File: src/rtl/riego_pkg.sv
// ---------------------------------------------------------------------------
// riego_pkg
// Shared constants for the irrigation pump scheduler: FSM state codes, tank
// level codes, valve request codes and status codes, plus a small helper that
// turns a zone index into its one-hot grant vector.
// ---------------------------------------------------------------------------
package riego_pkg;

    // Scheduler states. These are kept as plain 2-bit constants so that older
    // blocks in the codebase can compare against them directly.
    localparam logic [1:0] S_IDLE  = 2'd0;
    localparam logic [1:0] S_RUN   = 2'd1;
    localparam logic [1:0] S_GAP   = 2'd2;
    localparam logic [1:0] S_FAULT = 2'd3;

    // Tank level as reported by the level sensor.
    localparam logic [1:0] LVL_EMPTY = 2'b00;
    localparam logic [1:0] LVL_LOW   = 2'b01;
    localparam logic [1:0] LVL_OK    = 2'b10;
    localparam logic [1:0] LVL_FULL  = 2'b11;

    // Per-zone valve request / enable codes.
    localparam logic [1:0] V_NONE = 2'b00;
    localparam logic [1:0] V_A    = 2'b01;
    localparam logic [1:0] V_B    = 2'b10;
    localparam logic [1:0] V_AB   = 2'b11;

    // Status reported on E.
    localparam logic [1:0] ST_OK  = 2'b00;
    localparam logic [1:0] ST_LOW = 2'b01;
    localparam logic [1:0] ST_DRY = 2'b10;

    // Zone index 0 is zone1, 1 is zone2; grant vector is {z2,z1}.
    function automatic logic [1:0] zone_onehot(input logic zone);
        return zone ? 2'b10 : 2'b01;
    endfunction

endpackage

File: src/rtl/riego_slot_timer.sv
// ---------------------------------------------------------------------------
// riego_slot_timer
// Loadable down-counter shared by the RUN slot and the GAP settle period.
// It saturates at zero instead of wrapping.
// Ports:
//   clk       in  1  clock
//   reset     in  1  synchronous active-high reset (count -> 0)
//   load      in  1  load load_val this cycle (wins over en)
//   load_val  in  W  value to load
//   en        in  1  decrement by one when non-zero
//   zero      out 1  count is zero
// ---------------------------------------------------------------------------
module riego_slot_timer #(
    parameter int unsigned W = 5
) (
    input  logic         clk,
    input  logic         reset,
    input  logic         load,
    input  logic [W-1:0] load_val,
    input  logic         en,
    output logic         zero
);

    logic [W-1:0] count;

    // NOTE: state registers use non-blocking assignments so every flop samples
    // the pre-edge values of the others, regardless of block ordering.
    always_ff @(posedge clk) begin
        if (reset) begin
            count <= '0;
        end else if (load) begin
            count <= load_val;
        end else if (en && (count != '0)) begin
            count <= count - 1'b1;
        end
    end

    assign zero = (count == '0);

endmodule

File: src/rtl/riego_scheduler.sv
// ---------------------------------------------------------------------------
// riego_scheduler
// Shares one irrigation pump between two zones. One zone at a time is granted
// for at most SLOT_CYCLES cycles, round-robin when both request, with a
// GAP_CYCLES all-closed settle period after every slot. An empty tank forces
// a dry fault that only clears once the level is back to ok or full.
// All outputs are decoded from registered state only.
// Ports:
//   clk    in  1  clock
//   reset  in  1  synchronous active-high reset
//   G1     in  2  zone1 valve request (00 none, 01 a, 10 b, 11 both)
//   G2     in  2  zone2 valve request, same encoding
//   A      in  2  tank level (00 empty, 01 low, 10 ok, 11 full)
//   R1     out 2  zone1 valve enables
//   R2     out 2  zone2 valve enables
//   P      out 1  pump enable
//   gnt    out 2  one-hot granted zone {z2,z1}, 00 when none
//   E      out 2  status (00 ok, 01 low, 10 dry fault)
// ---------------------------------------------------------------------------
module riego_scheduler
    import riego_pkg::*;
#(
    parameter int unsigned SLOT_CYCLES = 16,
    parameter int unsigned GAP_CYCLES  = 2
) (
    input  logic       clk,
    input  logic       reset,
    input  logic [1:0] G1,
    input  logic [1:0] G2,
    input  logic [1:0] A,
    output logic [1:0] R1,
    output logic [1:0] R2,
    output logic       P,
    output logic [1:0] gnt,
    output logic [1:0] E
);

    localparam int unsigned MAX_CYC = (SLOT_CYCLES > GAP_CYCLES) ? SLOT_CYCLES : GAP_CYCLES;
    localparam int unsigned TW      = $clog2(MAX_CYC + 1);

    // Timer is loaded with N-1 so the state lasts exactly N cycles.
    localparam logic [TW-1:0] SLOT_LOAD = TW'(SLOT_CYCLES - 1);
    localparam logic [TW-1:0] GAP_LOAD  = TW'(GAP_CYCLES - 1);

    // Registered state
    logic [1:0] state;
    logic [1:0] mask;     // valve request latched at grant time
    logic       zone;     // granted zone: 0 = zone1, 1 = zone2
    logic       rr;       // zone that wins when both request
    logic       low_q;    // tank was low at the last edge

    // Next-state values
    logic [1:0] state_n;
    logic [1:0] mask_n;
    logic       zone_n;
    logic       rr_n;

    // Timer control
    logic          t_load;
    logic [TW-1:0] t_val;
    logic          t_en;
    logic          t_zero;

    // Live request of the zone currently holding the pump; used only to detect
    // an early release, the valve pattern itself stays frozen in mask.
    logic [1:0] granted_req;
    assign granted_req = zone ? G2 : G1;

    riego_slot_timer #(
        .W (TW)
    ) u_timer (
        .clk      (clk),
        .reset    (reset),
        .load     (t_load),
        .load_val (t_val),
        .en       (t_en),
        .zero     (t_zero)
    );

    // NOTE: every signal assigned in this block gets a default first, so no
    // path through the case can leave one unassigned and infer a latch.
    always_comb begin
        state_n = state;
        mask_n  = mask;
        zone_n  = zone;
        rr_n    = rr;
        t_load  = 1'b0;
        t_val   = '0;
        t_en    = 1'b0;

        case (state)
            S_IDLE: begin
                if (A == LVL_EMPTY) begin
                    state_n = S_FAULT;
                end else if (A == LVL_LOW) begin
                    state_n = S_IDLE;   // new grants inhibited while low
                end else if ((G1 != V_NONE) || (G2 != V_NONE)) begin
                    // Zone1 wins if it is the sole requester or holds the pointer.
                    if ((G1 != V_NONE) && ((G2 == V_NONE) || (rr == 1'b0))) begin
                        zone_n = 1'b0;
                        mask_n = G1;
                    end else begin
                        zone_n = 1'b1;
                        mask_n = G2;
                    end
                    state_n = S_RUN;
                    t_load  = 1'b1;
                    t_val   = SLOT_LOAD;
                end
            end

            S_RUN: begin
                if (A == LVL_EMPTY) begin
                    state_n = S_FAULT;
                    rr_n    = ~zone;
                end else if ((granted_req == V_NONE) || t_zero) begin
                    state_n = S_GAP;
                    rr_n    = ~zone;
                    t_load  = 1'b1;
                    t_val   = GAP_LOAD;
                end else begin
                    t_en = 1'b1;
                end
            end

            S_GAP: begin
                if (A == LVL_EMPTY) begin
                    state_n = S_FAULT;
                end else if (t_zero) begin
                    state_n = S_IDLE;
                end else begin
                    t_en = 1'b1;
                end
            end

            S_FAULT: begin
                // Hysteresis: only ok or full clears the fault, low does not.
                if (A[1]) begin
                    state_n = S_GAP;
                    t_load  = 1'b1;
                    t_val   = GAP_LOAD;
                end
            end

            default: begin
                state_n = S_IDLE;
            end
        endcase
    end

    always_ff @(posedge clk) begin
        if (reset) begin
            state <= S_IDLE;
            mask  <= V_NONE;
            zone  <= 1'b0;
            rr    <= 1'b0;
            low_q <= 1'b0;
        end else begin
            state <= state_n;
            mask  <= mask_n;
            zone  <= zone_n;
            rr    <= rr_n;
            low_q <= (A == LVL_LOW);
        end
    end

    // Moore output decode; anything other than RUN keeps valves and pump shut.
    always_comb begin
        R1  = V_NONE;
        R2  = V_NONE;
        P   = 1'b0;
        gnt = 2'b00;
        if (state == S_RUN) begin
            P   = 1'b1;
            gnt = zone_onehot(zone);
            if (zone) begin
                R2 = mask;
            end else begin
                R1 = mask;
            end
        end
        if (state == S_FAULT) begin
            E = ST_DRY;
        end else if (low_q) begin
            E = ST_LOW;
        end else begin
            E = ST_OK;
        end
    end

endmodule
File: config.mk
export PLATFORM = sky130hd
export DESIGN_NAME = riego_scheduler
export DESIGN_NICKNAME = d
export VERILOG_FILES = /design/src/rtl/riego_pkg.sv /design/src/rtl/riego_slot_timer.sv /design/src/rtl/riego_scheduler.sv
export SDC_FILE = /design/constraint.sdc
export NUM_CORES = 1
export LEC_CHECK = 0
export CELL_PAD_IN_SITES_DETAIL_PLACEMENT = 1
export CELL_PAD_IN_SITES_GLOBAL_PLACEMENT = 1
export CORE_MARGIN = 2
export CORE_UTILIZATION = 41
export CTS_CLUSTER_SIZE = 25
export DETAILED_ROUTE_END_ITERATION = 10
export PLACE_DENSITY = 0.81
export RECOVER_POWER = 25
export SETUP_SLACK_MARGIN = 0.5
export SLEW_MARGIN = 0
export SYNTH_ARGS = -nofsm -noshare
export SYNTH_HDL_FRONTEND = slang
export SYNTH_SLANG_ARGS = --single-unit
File: constraint.sdc
create_clock -name clk -period 3.5 [get_ports clk]
set_clock_uncertainty 0.15 [all_clocks]
set_input_delay 0.7 -clock clk [delete_from_list [all_inputs] [get_ports clk]]
set_output_delay 0.7 -clock clk [all_outputs]
set_load 0.02 [all_outputs]
**Yosys cells after proc, flatten, opt, wreduce, memory -nomap -nowiden**

Cells that the tools add are included.

- Word-level logic and storage cells: 81
- Register bits after elaboration: 12

- Reductions and logical operators: 18
- Add/subtract/negate cells: 1
- Bitwise operators: 4
- Multiplexer cells: 44
- Equal/unequal tests: 8

Operators with widths:

| cell | number |
|---|---|
| 2-bit 2-to-1 mux | 17 |
| 1-bit 2-to-1 mux | 18 |
| 4-bit 2-to-1 mux | 3 |
| 4-bit one-hot mux with 3 select lines | 1 |
| 5-bit 2-to-1 mux | 2 |
| 2-bit zero test | 4 |
| 2-bit one-hot mux with 4 select lines | 1 |
| 4-bit AND reduction | 2 |
| 2-bit nonzero test | 4 |
| 3-bit inequality test, second input constant | 2 |
| 5-bit zero test | 1 |
| 5-bit nonzero test | 1 |
| 5-bit by 1-bit subtractor with 5-bit output, second input constant | 1 |
| 2-bit by 1-bit == test with 1-bit output, second input constant | 2 |
| 2-bit == test, second input constant | 2 |
| 4-bit inequality test, second input constant | 1 |
| 1-bit NOT | 4 |
| 1-bit logical OR | 3 |
| 1-bit one-hot mux with 3 select lines | 1 |
| 1-bit logical AND | 2 |
| 2-bit inequality test, second input constant | 1 |
| 1-bit one-hot mux with 2 select lines | 1 |
| 2-bit AND reduction | 1 |

**Longest topological paths before layout**

Gate-level depths: netlist (run 1).

- Depth after elaboration: 9
- Gate-level depth with buffers: 8
- Mapped depth without buffers: 7

**By module**

Synthesis (run 1) repeated with hierarchy kept, for this count alone.

- Cells, all modules: 110
- Area total of the unflattened synthesis: 915.9 µm²

Modules (own cells, without submodules):

| module | times used | sequential area each (µm²) | cells an instance | area each (µm²) |
|---|---|---|---|---|
| riego_scheduler | 1 | 140.1 | 73 | 589.3 |
| riego_slot_timer | 1 | 100.1 | 37 | 326.6 |

**Worst setup path before layout (run 1)**

OpenSTA, ideal clock, no wires.

- Path kind: register to register
- Start point: reg state[1]
- End point: reg u_timer.count[1]
- Stages on the path, launching flop included: 9
- Required time: 3.264 ns
- Path slack: 1.154 ns
- Period minus slack after synthesis: 2.346 ns
- Arrival: 2.110 ns
- Path through: dfxtp_1 > inv_1 > ha_1 > buf_4 > and2_2 > a221o_2 > o2111ai_2 > mux2_4 > a221oi_2

- Longest elaborated chain between the ends: 4
- Elaborated cells on any way between the ends: 10

RTL lines:

| item | RTL line | source |
|---|---|---|
| start, declared | riego_scheduler.sv:46 | `logic [1:0] state;` |
| start signal, assigned | riego_scheduler.sv:159 | `state <= state_n;` |
| 2-bit == test or 2-bit by 1-bit == test with 1-bit output (tied branches) | riego_scheduler.sv:91 | `case (state)` |
| 1-bit one-hot mux with 2 select lines | riego_scheduler.sv:91 |  |
| 1-bit logical AND | riego_slot_timer.sv:33 | `end else if (en && (count != '0)) begin` |
| 2-bit nonzero test (no line) | -- |  |
| end signal, assigned | riego_slot_timer.sv:32 | `count <= load_val;` |
| end signal, assigned | riego_slot_timer.sv:34 | `count <= count - 1'b1;` |
| end, declared | riego_slot_timer.sv:24 | `logic [W-1:0] count;` |

Parallel ways exist; a longest one is shown, timed or not.
A chain may end at the register's enable or synchronous reset.

**Worst setup path after layout (run 1)**

- Start point: reg state[1]
- End point: out R1[0]

- Longest elaborated chain between the ends: 2

RTL lines:

| item | RTL line | source |
|---|---|---|
| 2-bit by 1-bit == test with 1-bit output | riego_scheduler.sv:173 | `if (state == S_RUN) begin` |
| 2-bit 2-to-1 mux | riego_scheduler.sv:173 |  |
| end, declared | riego_scheduler.sv:31 | `output logic [1:0] R1,` |

No other way between the ends.

==> run_summary.xml, run 1 <==
<?xml version="1.0" encoding="UTF-8"?>
<metrics>
  <group name="final_layout">
    <metric name="n_fill_cell" unit="">262</metric>
    <metric name="area_growth_syn_to_layout" unit="%">22.4</metric>
    <metric name="fin_nets" unit="">142</metric>
    <metric name="insertedDiodeCount" unit="">0</metric>
    <metric name="layout-drive-gt1-share" unit="%">18.4</metric>
  </group>
  <group name="drt">
    <metric name="dr_wl_met3" unit="µm">88</metric>
    <metric name="count_of_routing_violations_after_the_opening_detailed_route_iteration" unit="">19</metric>
    <metric name="drt_drc_violations_left" unit="">0</metric>
    <metric name="drtAntennaViolNets" unit="">0</metric>
    <metric name="average_wire_length_per_cell_after_detail_routing" unit="µm">16.7</metric>
    <metric name="top_layer" unit="">met4</metric>
    <metric name="postRouteWirelength" unit="µm">2550</metric>
    <metric name="detailedRoute.firstPassIterationCount" unit="">4</metric>
    <metric name="via_count" unit="">877</metric>
    <metric name="drt-met1-wl" unit="µm">1180</metric>
    <metric name="vias_per_cell" unit="">5.73</metric>
    <metric name="met2_wl" unit="µm">1270</metric>
  </group>
  <group name="clock_network">
    <metric name="clk_transition_reported_paths" unit="ps">70</metric>
    <metric name="h_tree_lvls" unit="">1</metric>
    <metric name="tritoncts" unit="">done</metric>
    <metric name="clock-sinks" unit="">12</metric>
    <metric name="number_of_buffers_on_the_longest_clock_path" unit="">2</metric>
    <metric name="number_of_buffers_added_by_the_clock_tree_synthesis_step" unit="">3</metric>
    <metric name="ctsRootBufferMaster" unit="">clkbuf_4</metric>
    <metric name="clk_latency" unit="ps">280</metric>
    <metric name="cts_post_setup_buffers_inserted" unit="">0</metric>
  </group>
  <group name="synth">
    <metric name="synth.distinct_cells" unit="">44</metric>
    <metric name="post_synth.cell_area_avg" unit="µm²">8.54</metric>
    <metric name="synth.ff_latch_count" unit="">12</metric>
    <metric name="yosys.cell_count.top_type" unit="">dfxtp_1</metric>
    <metric name="dominantRegCellSynth" unit="">dfxtp_1</metric>
    <metric name="synth_edf_count" unit="">0</metric>
    <metric name="synth_largest_type_area_fraction" unit="%">26.1</metric>
    <metric name="dominant_cell_type_by_area_after_synthesis" unit="">dfxtp_1</metric>
    <metric name="postSynthNetCount" unit="">123</metric>
    <metric name="synth_sequential_area_ratio" unit="%">26.1</metric>
    <metric name="async_set_or_reset_flop_fraction_in_the_synthesized_netlist" unit="%">0</metric>
    <metric name="yosys-mux-area-fraction" unit="%">2.71</metric>
    <metric name="synth.yosys.warnings" unit="">0</metric>
    <metric name="synth_fa_ha_area_share" unit="%">9.50</metric>
    <metric name="synth-compound-area-share" unit="%">25.0</metric>
    <metric name="yosys.area_share.xor_xnor" unit="%">2.85</metric>
    <metric name="synth_top_family_by_area" unit="">simple AND/OR/NAND/NOR gates</metric>
    <metric name="synthesis.instances" unit="">108</metric>
    <metric name="share_of_synthesized_cell_area_in_and_or_nand_and_nor_gates" unit="%">28.9</metric>
    <metric name="ys_top_cells_by_count" unit="">dfxtp_1, nor2_1, a21oi_1, inv_1, ha_1</metric>
    <metric name="synth.area.top_cells" unit="">dfxtp_1, ha_1, nor2_1</metric>
    <metric name="syn_area" unit="µm²">922</metric>
  </group>
  <group name="timing">
    <metric name="rsz0062_at_grt" unit="">false</metric>
    <metric name="slew_headroom" unit="%">58.7</metric>
    <metric name="final_period_minus_worst_setup_slack" unit="ps">2820</metric>
    <metric name="final_hold_viol_count" unit="">0</metric>
    <metric name="finalSetupViolations" unit="">0</metric>
    <metric name="clock.fmax" unit="GHz">0.355</metric>
    <metric name="timing_max_transition_violations_final" unit="">0</metric>
    <metric name="worst_slew_pin_slew" unit="ps">618</metric>
    <metric name="final.setup.tns" unit="ps">0</metric>
    <metric name="post-route-period-util" unit="%">80.5</metric>
  </group>
  <group name="power_and_ir_drop">
    <metric name="power.share.sequential" unit="%">29.0</metric>
    <metric name="clock_power_share" unit="%">12.0</metric>
    <metric name="power_switching" unit="mW">0.340</metric>
    <metric name="leakage" unit="nW">0.430</metric>
    <metric name="swShare" unit="%">45.1</metric>
    <metric name="internal-power" unit="mW">0.415</metric>
    <metric name="total_power" unit="mW">0.755</metric>
    <metric name="p_comb_share" unit="%">59.0</metric>
    <metric name="power-per-cell-area" unit="nW/µm²">669</metric>
    <metric name="vdd_ir_drop_max" unit="mV">0.419</metric>
  </group>
  <group name="global_route">
    <metric name="pin_count_of_the_biggest_net_entering_global_routing" unit="">15</metric>
    <metric name="grt_pass1_wl" unit="µm">4390</metric>
    <metric name="first_global_vias" unit="">883</metric>
    <metric name="total_routing_resource_utilization_after_global_routing" unit="%">22.9</metric>
    <metric name="grt_overflow" unit="">0</metric>
    <metric name="grt_antenna_before_repair" unit="">0</metric>
  </group>
  <group name="setup_path">
    <metric name="critPathLaunchType" unit="">flip-flop</metric>
    <metric name="critical_path_required" unit="ps">2650</metric>
    <metric name="timing.setup.critical_path_class" unit="">flip-flop to output pin</metric>
    <metric name="worst_ep_arrival_time" unit="ps">1970</metric>
    <metric name="worstSetupEndpointType" unit="">output pin</metric>
    <metric name="largest_fanout_on_the_critical_path" unit="">11</metric>
  </group>
  <group name="run">
    <metric name="cap_viol_max_count" unit="">0</metric>
  </group>
  <group name="placement">
    <metric name="post-dp-hpwl" unit="µm">1960</metric>
    <metric name="port_buffers" unit="">16</metric>
    <metric name="gp_congestion" unit="">0.898</metric>
  </group>
  <group name="floorplanning">
    <metric name="floorplan.io_pins" unit="">17</metric>
    <metric name="start_util" unit="%">42.5</metric>
    <metric name="width_of_the_die" unit="µm">51.4</metric>
    <metric name="die_span_in_y" unit="µm">51.4</metric>
    <metric name="core" unit="µm²">2170</metric>
    <metric name="dieArea" unit="µm²">2640</metric>
    <metric name="num_rows" unit="">17</metric>
  </group>
  <group name="hold_path">
    <metric name="min-delay-path-class" unit="">flip-flop to flip-flop</metric>
  </group>
  <group name="outcome">
    <metric name="status" unit="">finished, final reports clean</metric>
  </group>
</metrics>
cell families (layout without fill, tap and decap cells):
logic type      Yosys count  after routing
flops                    12             12
compound gates           29             29
mux                       2              2
xor+xnor                  3              3
fa+ha+maj                 7              7
buf+inv                  11             28
simple gates             44             44
cells in the final DEF (no fill, tap or decap), drive strengths merged, types with 3 or more instances in the layout:
| cell | instances |
|---|---|
| a21oi | 8 |
| clkbuf | 3 |
| and2 | 3 |
| clkdlybuf4s50 | 14 |
| nor3b | 3 |
| a311oi | 3 |
| nor2 | 11 |
| dfxtp | 12 |
| or2 | 3 |
| o21ai | 3 |
| nand2 | 6 |
| a221oi | 3 |
| inv | 8 |
| nand2b | 3 |
| nand3 | 3 |
| ha | 7 |
power groups by stage:
stage	logic [mW]	clock network [mW]	registers (mW)
finish	0.445	0.0909	0.219
detailed placement	0.444	0	0.220
CTS	0.447	0.0939	0.218
floorplan	0.328	0	0.208
global route	0.496	0.101	0.224
global placement	0.421	0	0.216
registers in the layout, indices dropped and copies added, names as in the netlist:
signal / cells
u_timer.count: 5
mask: 2
state: 2
low_q: 1
rr: 1
zone: 1
routing by layer:
layer	global-route usage, %	vias up
met4	6.14	0
li1	-	433
met5	0	-
met1	27.5	428
met2	39.7	14
met3	6.43	2
critical path, cell delays in order, from the launching register on:
cell             delay (ps)
dfxtp_1                 340
inv_1                   110
ha_2                    300
and2b_4                 200
and2_2                  140
clkdlybuf4s50_1         590
final timing paths:
kind	from	slack, ps	cells after the start	end
hold / removal	mask[0]	380	2	mask[0]
hold reg to reg	mask[0]	380	2	mask[0]
setup / recovery	state[1]	680	5	R1[0]
setup reg to reg	state[1]	1260	7	u_timer.count[1]
timing repair:
item,in CTS,in global routing
setup endpoints to repair,0,2
resized for setup,0,1
hold buffers,0,0
area by class of cell:
| class | instances | area [µm²] | share of cell area, % |
|---|---|---|---|
| sequential | 12 | 240 | 21.3 |
| timing repair buffer | 17 | 168 | 14.9 |
| tap | 28 | 35.0 | 3.10 |
| clock buffer | 3 | 22.5 | 2.00 |
| inverter | 8 | 30.0 | 2.66 |
| multi-input combinational | 85 | 633 | 56.1 |
metrics by stage:
step                      setup WS, ps  hold WS [ps]  util, %  instances  area, µm²
after floorplan                   1150           313        -        108        922
after global placement             740           335     51.1        150       1110
after detailed placement           672           361     51.1        150       1110
after CTS                          525           382     52.1        153       1130
after global routing               561           436     52.0        153       1130
final                              684           378     52.0        153       1130
No activity file was read; power rests on OpenSTA's default activity.
==> run 2: changes to the inputs <==
--- a/config.mk
+++ b/config.mk
@@ -8,10 +8,10 @@
 export CELL_PAD_IN_SITES_DETAIL_PLACEMENT = 1
 export CELL_PAD_IN_SITES_GLOBAL_PLACEMENT = 1
 export CORE_MARGIN = 2
-export CORE_UTILIZATION = 41
+export CORE_UTILIZATION = 38
 export CTS_CLUSTER_SIZE = 25
 export DETAILED_ROUTE_END_ITERATION = 10
-export PLACE_DENSITY = 0.81
+export PLACE_DENSITY = 0.76
 export RECOVER_POWER = 25
 export SETUP_SLACK_MARGIN = 0.5
 export SLEW_MARGIN = 0
==> constraint.sdc (replaced) <==
create_clock -name clk -period 2.8 [get_ports clk]
set_clock_uncertainty 0.15 [all_clocks]
set_input_delay 0.56 -clock clk [delete_from_list [all_inputs] [get_ports clk]]
set_output_delay 0.56 -clock clk [all_outputs]
set_load 0.02 [all_outputs]
==> run_summary.xml, run 2 (synthesized netlist as in run 1, its figures left out) <==
<?xml version="1.0" encoding="UTF-8"?>
<metrics>
  <group name="power_and_ir_drop">
    <metric name="swShare" unit="%">43.3</metric>
    <metric name="vdd_ir_drop_max" unit="mV">0.389</metric>
    <metric name="internal-power" unit="mW">0.554</metric>
    <metric name="total_power" unit="mW">0.977</metric>
    <metric name="clock_power_share" unit="%">15.0</metric>
    <metric name="leakage" unit="nW">0.509</metric>
    <metric name="power-per-cell-area" unit="nW/µm²">828</metric>
    <metric name="power_switching" unit="mW">0.423</metric>
    <metric name="p_comb_share" unit="%">57.2</metric>
    <metric name="power.share.sequential" unit="%">27.9</metric>
  </group>
  <group name="setup_path">
    <metric name="worstSetupEndpointType" unit="">output pin</metric>
    <metric name="rr_startpoint" unit="">state[1]</metric>
    <metric name="critical_path_required" unit="ps">2090</metric>
    <metric name="critPathLaunchType" unit="">flip-flop</metric>
    <metric name="r2r-end" unit="">u_timer.count[1]</metric>
    <metric name="critical_path.startpoint" unit="">state[1]</metric>
    <metric name="largest_fanout_on_the_critical_path" unit="">10</metric>
    <metric name="r2r.worst_path.cells" unit="">7</metric>
    <metric name="setup.worst_path.end" unit="">R1[0]</metric>
    <metric name="worst_ep_arrival_time" unit="ps">1710</metric>
    <metric name="timing.setup.critical_path_class" unit="">flip-flop to output pin</metric>
    <metric name="regToRegSetupSlack" unit="ps">510</metric>
  </group>
  <group name="drt">
    <metric name="average_wire_length_per_cell_after_detail_routing" unit="µm">16.0</metric>
    <metric name="vias_per_cell" unit="">5.68</metric>
    <metric name="postRouteWirelength" unit="µm">2560</metric>
    <metric name="via_count" unit="">909</metric>
    <metric name="count_of_routing_violations_after_the_opening_detailed_route_iteration" unit="">6</metric>
    <metric name="drt_drc_violations_left" unit="">0</metric>
    <metric name="detailedRoute.firstPassIterationCount" unit="">4</metric>
    <metric name="drtAntennaViolNets" unit="">0</metric>
  </group>
  <group name="clock_network">
    <metric name="clk_latency" unit="ps">280</metric>
    <metric name="ctsRootBufferMaster" unit="">clkbuf_4</metric>
    <metric name="clock-sinks" unit="">12</metric>
    <metric name="number_of_buffers_on_the_longest_clock_path" unit="">2</metric>
    <metric name="hold_buffer_count_at_cts" unit="">0</metric>
    <metric name="clk_transition_reported_paths" unit="ps">90</metric>
    <metric name="h_tree_lvls" unit="">1</metric>
    <metric name="tritoncts" unit="">done</metric>
    <metric name="number_of_buffers_added_by_the_clock_tree_synthesis_step" unit="">3</metric>
  </group>
  <group name="final_layout">
    <metric name="fin_nets" unit="">148</metric>
    <metric name="largest_registers_ranked_by_flip_flop_count" unit="">u_timer.count: 5 flops, mask: 2 flops, state: 2 flops</metric>
    <metric name="area_growth_syn_to_layout" unit="%">28.0</metric>
    <metric name="multi_input_area" unit="µm²">644</metric>
    <metric name="regArea" unit="µm²">241</metric>
    <metric name="insertedDiodeCount" unit="">0</metric>
    <metric name="n_fill_cell" unit="">268</metric>
    <metric name="layout-drive-gt1-share" unit="%">23.5</metric>
    <metric name="largest_register_ff_count" unit="">5</metric>
    <metric name="max_flop_register" unit="">u_timer.count</metric>
    <metric name="most_used_cells_in_the_layout_excluding_fill_and_tap_cells" unit="">nor2_1, dfxtp_1, dlygate4sd2_1, inv_1, a21oi_1</metric>
  </group>
  <group name="placement">
    <metric name="post-dp-hpwl" unit="µm">2030</metric>
    <metric name="port_buffers" unit="">16</metric>
    <metric name="gp_congestion" unit="">0.866</metric>
  </group>
  <group name="floorplanning">
    <metric name="die_span_in_y" unit="µm">53.3</metric>
    <metric name="floorplan.io_pins" unit="">17</metric>
    <metric name="width_of_the_die" unit="µm">53.3</metric>
    <metric name="core" unit="µm²">2250</metric>
    <metric name="start_util" unit="%">40.9</metric>
    <metric name="num_rows" unit="">17</metric>
    <metric name="dieArea" unit="µm²">2840</metric>
  </group>
  <group name="global_route">
    <metric name="grt_overflow" unit="">0</metric>
    <metric name="grt_pass1_wl" unit="µm">4080</metric>
    <metric name="grt_antenna_before_repair" unit="">0</metric>
    <metric name="total_routing_resource_utilization_after_global_routing" unit="%">20.2</metric>
    <metric name="pin_count_of_the_biggest_net_entering_global_routing" unit="">15</metric>
    <metric name="first_global_vias" unit="">886</metric>
  </group>
  <group name="timing">
    <metric name="final.setup.tns" unit="ps">0</metric>
    <metric name="final_period_minus_worst_setup_slack" unit="ps">2420</metric>
    <metric name="rsz0062_at_grt" unit="">true</metric>
    <metric name="finalSetupViolations" unit="">0</metric>
    <metric name="timing_max_transition_violations_final" unit="">0</metric>
    <metric name="worst_slew_pin_slew" unit="ps">607</metric>
    <metric name="final_hold_viol_count" unit="">0</metric>
    <metric name="slew_headroom" unit="%">59.4</metric>
    <metric name="clock.fmax" unit="GHz">0.413</metric>
    <metric name="post-route-period-util" unit="%">86.5</metric>
  </group>
  <group name="outcome">
    <metric name="status" unit="">finished, final reports clean</metric>
  </group>
  <group name="run">
    <metric name="cap_viol_max_count" unit="">0</metric>
  </group>
  <group name="hold_path">
    <metric name="min-delay-path-class" unit="">flip-flop to flip-flop</metric>
  </group>
</metrics>
run 2: worst max-delay path: stages, from the launching register on:
cell             delay (ps)
dfxtp_2                 340
inv_1                   100
ha_1                    340
and2b_4                 220
and2_2                  140
clkdlybuf4s15_1         290
run 2: worst min path at each step:
stage | start | end | cells after the start | slack [ps]
after floorplan | mask[0] | mask[0] | 2 | 310
final | mask[1] | mask[1] | 2 | 380
after CTS | mask[1] | mask[1] | 2 | 380
after global routing | state[1] | state[1] | 2 | 430
after global placement | mask[0] | mask[0] | 2 | 340
after detailed placement | mask[1] | mask[1] | 2 | 360
run 2: what timing repair did:
| action | 4_1_cts | 5_1_grt |
|---|---|---|
| endpoints found under the setup margin | 10 | 5 |
| gates resized for setup | 16 | 4 |
| pin swaps | 0 | 2 |
| gates cloned | 0 | 0 |
| setup buffers | 0 | 3 |
| hold endpoints to repair | 0 | 0 |
run 2: layout make-up:
class | count | share of cell area (%)
Clock buffer | 4 | 3.08
Inverter | 8 | 2.55
Multi-Input combinational cell | 85 | 54.6
Sequential cell | 12 | 20.5
Tap cell | 28 | 2.97
Timing Repair Buffer | 23 | 16.3
run 2: per-stage QoR:
stage | hold slack (ps) | instance area [µm²] | util (%) | cells | setup WS [ps]
5_1_grt | 433 | 1180 | 52.3 | 160 | 269
4_1_cts | 381 | 1170 | 52.0 | 157 | 441
3_3_place_gp | 338 | 1130 | 50.3 | 153 | 209
2_1_floorplan | 313 | 925 | - | 108 | 522
6_report | 379 | 1180 | 52.3 | 160 | 378
3_5_place_dp | 360 | 1130 | 50.3 | 153 | 132
run 2: layer usage:
layer	part of all wire, %	GRT usage, %	vias to the layer above
li1	-	-	444
met1	45	23.7	442
met2	51	35.4	19
met3	3.2	3.11	4
met4	1.1	9.40	0
met5	0	0	-
run 2: power by group through the flow:
stage               Combinational (mW)  Sequential (mW)  Clock, mW
finish                           0.558            0.272      0.146
detailed placement               0.549            0.276          0
CTS                              0.545            0.276      0.153
floorplan                        0.412            0.261          0
global route                     0.618            0.281      0.162
global placement                 0.531            0.273          0
